===== config.mk =====
export PLATFORM = sky130hd
export DESIGN_NAME = time_counter
export DESIGN_NICKNAME = d
export VERILOG_FILES = /design/src/rtl/time_counter.sv
export SDC_FILE = /design/constraint.sdc
export NUM_CORES = 1
export LEC_CHECK = 0
export CORE_MARGIN = 3
export CORE_UTILIZATION = 31
export CTS_BUF_LIST = sky130_fd_sc_hd__clkbuf_2 sky130_fd_sc_hd__clkbuf_4 sky130_fd_sc_hd__clkbuf_8
export CTS_CLUSTER_SIZE = 10
export DETAILED_ROUTE_END_ITERATION = 16
export DONT_BUFFER_PORTS = 1
export GPL_TIMING_DRIVEN = 0
export PLACE_DENSITY = 0.45
export SETUP_SLACK_MARGIN = 0.2
export SKIP_CTS_REPAIR_TIMING = 1
export SLEW_MARGIN = 20
export SYNTH_ARGS = -nofsm -noshare
export SYNTH_HDL_FRONTEND = slang
export SYNTH_SLANG_ARGS = --single-unit
export TNS_END_PERCENT = 10

===== constraint.sdc =====
create_clock -name i_clk -period 1.65 [get_ports i_clk]
set_input_delay 0.33 -clock i_clk [delete_from_list [all_inputs] [get_ports i_clk]]
set_output_delay 0.33 -clock i_clk [all_outputs]
set_load 0.03 [all_outputs]

===== src/rtl/time_counter.sv =====
// Time-of-day counter in packed BCD: HH:MM:SS with run/set modes.
// Build option: define CLOCK_12H_EN for 12-hour display with AM/PM flag (default is 24-hour).
module time_counter (
    input  logic       i_clk,
    input  logic       i_reset_n,
    input  logic       i_1hz_stb,
    input  logic       i_fast_stb,
    input  logic       i_set_hours,
    input  logic       i_set_minutes,
    output logic [5:0] o_hours,
    output logic [6:0] o_minutes,
    output logic [6:0] o_seconds,
    output logic       o_pm,
    output logic       o_day_stb
);

    logic [5:0] hours_q,   hours_d;
    logic [6:0] minutes_q, minutes_d;
    logic [6:0] seconds_q, seconds_d;
    logic       day_q,     day_d;
    logic       set_mode;
`ifdef CLOCK_12H_EN
    logic       pm_q, pm_d;
`endif

    // Shared by minutes and seconds: 00..59, wrapping at 0x59.
    function automatic logic [6:0] inc_sexa(input logic [6:0] v);
        if (v == 7'h59)
            return '0;
        if (v[3:0] == 4'd9)
            return {v[6:4] + 3'd1, 4'd0};
        return {v[6:4], v[3:0] + 4'd1};
    endfunction

    function automatic logic [5:0] inc_hours(input logic [5:0] v);
`ifdef CLOCK_12H_EN
        if (v == 6'h12)
            return 6'h01;
`else
        if (v == 6'h23)
            return '0;
`endif
        if (v[3:0] == 4'd9)
            return {v[5:4] + 2'd1, 4'd0};
        return {v[5:4], v[3:0] + 4'd1};
    endfunction

    assign set_mode = i_set_hours | i_set_minutes;

    always_comb begin
        hours_d   = hours_q;
        minutes_d = minutes_q;
        seconds_d = seconds_q;
        day_d     = 1'b0;
`ifdef CLOCK_12H_EN
        pm_d      = pm_q;
`endif
        if (set_mode) begin
            seconds_d = '0;
            if (i_fast_stb) begin
                if (i_set_minutes)
                    minutes_d = inc_sexa(minutes_q);
                if (i_set_hours) begin
                    hours_d = inc_hours(hours_q);
`ifdef CLOCK_12H_EN
                    if (hours_q == 6'h11)
                        pm_d = ~pm_q;
`endif
                end
            end
        end else if (i_1hz_stb) begin
            seconds_d = inc_sexa(seconds_q);
            if (seconds_q == 7'h59) begin
                minutes_d = inc_sexa(minutes_q);
                if (minutes_q == 7'h59) begin
                    hours_d = inc_hours(hours_q);
`ifdef CLOCK_12H_EN
                    // 11 -> 12 flips AM/PM; only the PM->AM flip is a new day.
                    if (hours_q == 6'h11) begin
                        pm_d  = ~pm_q;
                        day_d = pm_q;
                    end
`else
                    day_d = (hours_q == 6'h23);
`endif
                end
            end
        end
    end

    always_ff @(posedge i_clk) begin
        if (!i_reset_n) begin
`ifdef CLOCK_12H_EN
            hours_q <= 6'h12;
            pm_q    <= 1'b0;
`else
            hours_q <= '0;
`endif
            minutes_q <= '0;
            seconds_q <= '0;
            day_q     <= 1'b0;
        end else begin
            hours_q   <= hours_d;
            minutes_q <= minutes_d;
            seconds_q <= seconds_d;
            day_q     <= day_d;
`ifdef CLOCK_12H_EN
            pm_q      <= pm_d;
`endif
        end
    end

    assign o_hours   = hours_q;
    assign o_minutes = minutes_q;
    assign o_seconds = seconds_q;
    assign o_day_stb = day_q;
`ifdef CLOCK_12H_EN
    assign o_pm      = pm_q;
`else
    assign o_pm      = 1'b0;
`endif

endmodule


After elaboration in Yosys (flattened, before gate mapping)
Cells that the tools add are included.

Register bits: 21. Input bits: 6. Output and inout bits: 22. Word-level logic and storage cells: 110.

$add $sub $neg: 6. Equality and inequality tests: 11. Mux-type cells: 68. Bitwise gates (word level): 5. Reduce and logical (&&, ||, !) cells: 13.

Operators with widths (number): two-way mux 7 bit (15); two-way mux 6 bit (12); two-way mux 1 bit (41); equality test 7 bit, second input constant (2); adder 4 x 1 -> 4 bit, second input constant (3); equality test 4 bit, second input constant (3); nonzero test 2 bit (4); AND reduction 7 bit (1); adder 3 x 1 -> 3 bit, second input constant (2); equality test 6 bit, second input constant (1); != test 2 bit, second input constant (3); != test 3 x 1 -> 1 bit, second input constant (2); AND reduction 6 bit (1); nonzero test 3 bit (2); AND reduction 5 bit (1); OR reduction 5 bit (1); inverter 1 bit (4); AND reduction 4 bit (1); adder 2 x 1 -> 2 bit, second input constant (1); AND reduction 2 bit (1); OR reduction 2 bit (1); bitwise OR 1 bit (1).

Logic depth before layout (Yosys ltp)
Word-level depth: 17. Depth in mapped cells: 7. Gate-level depth less buffers: 6.

Worst setup path after synthesis
Ideal clock, no wire load.

Kind: flip-flop to flip-flop. From: reg minutes_q[0], in the netlist o_minutes[0]. To: reg hours_q[3], in the netlist o_hours[3]. Setup time: 0.059 ns. Arrival time: 1.736 ns. Data required time: 1.591 ns. Slack: -0.145 ns. Stages on the path, launching flop included: 7. Buffers on the path: 1. Clock period less this slack: 1.795 ns. Cell sequence: dfxtp_1 ha_1 and3b_1 clkbuf_2 nand4_4 a2111oi_4 o31a_1.

Word-level cells in the longest chain between the ends: 3.

Ends and longest elaborated chain: start: declaration (line 18) `logic [6:0] minutes_q, minutes_d;`; start signal: assignment (line 104) `minutes_q <= minutes_d;`; equality test 7 bit (line 75) `if (minutes_q == 7'h59) begin`; nonzero test 2 bit (no line); AND reduction 5 bit (no line); end signal: assignment (line 103) `hours_q <= hours_d;`; end: declaration (line 17) `logic [5:0] hours_q, hours_d;`.

No other way between the ends. A chain may end at the register's enable or synchronous reset.

Worst setup path after layout
From: reg seconds_q[0], in the netlist o_seconds[0]. To: reg hours_q[3], in the netlist o_hours[3].

Word-level cells in the longest chain between the ends: 3.

Ends and longest elaborated chain: start: declaration (line 19) `logic [6:0] seconds_q, seconds_d;`; start signal: assignment (line 105) `seconds_q <= seconds_d;`; equality test 7 bit (line 73) `if (seconds_q == 7'h59) begin`; nonzero test 2 bit (no line); AND reduction 5 bit (no line).

No other way between the ends.

==> run metrics <==
via density per instance 5.33; predominant post-synthesis flop cell dfxtp_1; post-synth design cell area 1260 sq um; Via Count 1055; Ys Warns 0; max-slew violation count 0; Hold EP o_minutes[1]; TritonCTS clock tree built; remaining antenna violation count 0; reg-to-reg startpoint o_seconds[0]; ranking of synthesized cells by area dfxtp_1 33%, ha_1 11%, nand2_1 6.2%; Post-Syn Area per Cell 9.02 sq um; worst path arrival time 1.84 ns; Metal-1 WL 1400 microns; IO Pins 28; unrepaired setup endpoints after global routing yes; Post-synth EDFFs 0; FF-to-FF End o_hours[3]; Cell Pwr Density 621 nW/um^2; pre-CTS worst setup slack -0.147 ns; cts bufs inserted 3; FILL cells 408; grt total ovfl 0; FP Rows 22; clock sinks 21; fraction of registers with async set/reset 0%; post-synth top area share 33.3%; commonest cells after routing, fill and taps aside 21 x nand2_1, 11 x dfxtp_2, 9 x ha_1; flop2flop setup slack -0.04 ns; Die Width 69.8 microns; peak supply drop 0.463 mV; Pint 0.718 mW; outcome finished with violations; vias in the first global route 954; Layout area overhead 20.9%; Worst setup SP type flop; NumNets Final 168; skew final 0.00176 ns; r2r worst-path depth 6; violated checks negative setup slack; NetSw 0.230 mW; CTS max path bufs 2; fmax 593 MHz; worst slew pin tran 0.525 ns; overall power 0.948 mW; Seq/Total Area, Yosys 33.3%; largest net degree at the start of global routing 12; Top Metal Used met4; First-pass DRT Iterations 6; clock latency on the worst-skew pair 0.26 ns; max cap viols 0; initial antenna violation count 0; hold wc startpoint i_fast_stb; most common cell after layout, fill and taps aside nand2_1; Leakage 0.547 nW; drt drc 0; crit path kind flop to flop; post-DR wirelength/cell 15.1 microns; Post-Syn Nets 157; GRT Total Usage 11.8%; H-tree depth 1; share of cells above drive strength 1 34.0%; Comb pwr share 7.0%; core area 3800 sq um; RD Place Congestion 0.795; Reg clk slew, reported paths 0.08 ns; number of unique standard cell types used by synthesis 41; Die ar. 4870 sq um; met3 routed WL 136 microns; # port buffers 0; CP required 1.80 ns; CP Max Fanout 8; hold crit path type input port to flop; CTS root buf clkbuf_8; Setup TNS -0.0672 ns; Tmin final 1.69 ns; final worst slack -0.0353 ns; final WL 2980 microns; Final setup viols 2; Starting Density 33.2%; Met2 Wirelength 1420 microns; Critical Path Sink Type flop; largest area contributor in the netlist dfxtp_1; worst hold margin 0.287 ns; first-pass GRT wire length 4740 microns; hold path depth 3; sw frac 24.3%; diode count 0; cells after synthesis 140; Flop pwr share 55.3%; Final Cycle Share 102%; final hold vios 0; HPWL after detailed placement 2010 microns; initial drt markers 33; Max-Slew Margin vs Limit 65.0%; register bit total from synthesis 21; die height 69.8 microns; Clock power frac 37.7%
[flip-flops by register name (all words and copies together) (netlist names)]
signal	count
o_minutes	7
o_seconds	7
o_hours	6
o_day_stb	1
[cell type report]
class	count	area [sq um]	share of cell area (%)
Inverter	7	28.8	1.89
Sequential cell	21	464	30.4
Clock buffer	4	48.8	3.20
Multi-Input combinational cell	107	842	55.2
Timing Repair Buffer	5	37.5	2.46
Buffer	6	45.0	2.95
Tap cell	48	60.1	3.93
[how the worst max path moves through the flow]
stage	startpoint	depth (start not counted)	endpoint	slack, ns
CTS	o_minutes[1]	7	o_hours[3]	-0.17
global placement	o_minutes[1]	7	o_hours[3]	-0.11
global route	o_seconds[1]	7	o_hours[3]	-0.10
finish	o_seconds[0]	6	o_hours[3]	-0.04
floorplan	o_seconds[1]	7	o_minutes[3]	0.05
detailed placement	o_minutes[1]	7	o_hours[3]	-0.15
[critical path, stage by stage, from the launching register on]
cell     delay (ns)
dfxtp_4        0.45
ha_4           0.15
and4b_1        0.20
buf_6          0.15
nand4_4        0.16
and3_4         0.20
o31a_1         0.26
[power groups by stage]
stage	Combinational, mW	Clock, mW	Sequential, mW
finish	0.0660	0.358	0.525
detailed placement	0.0601	0	0.543
global placement	0.0587	0	0.543
CTS	0.0601	0.374	0.531
floorplan	0.0484	0	0.540
global route	0.0755	0.390	0.526
[metal layers]
metal / up-vias / global-route usage, %
li1: 525 / -
met1: 510 / 14.6
met2: 18 / 19.1
met3: 2 / 4.64
met4: 0 / 2.55
met5: - / 0
[cell usage after synthesis, types with 2 or more instances]
master / n
dfxtp_1: 21
nand2_1: 21
ha_1: 11
a21boi_0: 7
inv_1: 7
nor2_1: 7
a21oi_1: 6
o21ai_0: 5
nand3_1: 4
or3_1: 4
mux2i_1: 3
nand3b_1: 3
nand4b_1: 3
a211o_1: 2
a21boi_1: 2
and3b_1: 2
and4_1: 2
buf_4: 2
clkbuf_1: 2
nand4_1: 2
nor2b_1: 2
nor3_1: 2
o2bb2ai_1: 2
[metrics by stage]
step                      instances  util, %  instance area (sq um)
after floorplan                 140        -                   1280
after global placement          188     35.3                   1340
after detailed placement        188     35.3                   1340
final                           198     40.2                   1530
after global routing            198     40.2                   1530
after CTS                       192     36.6                   1390
[cells by family (layout without fill, tap and decap cells)]
group,after synthesis,in the layout,share of synthesized area (%)
flip-flops,21,21,33.3
other,1,1,0.297
AND/OR/NAND/NOR,59,59,26.8
buffers and inverters,13,22,5.15
AO/OA/AOI/OAI,31,32,20.5
XOR/XNOR,1,1,0.694
multiplexers,3,3,2.38
adder cells (fa/ha/maj),11,11,10.9
Note: power is estimated with default switching activity, not from simulation.
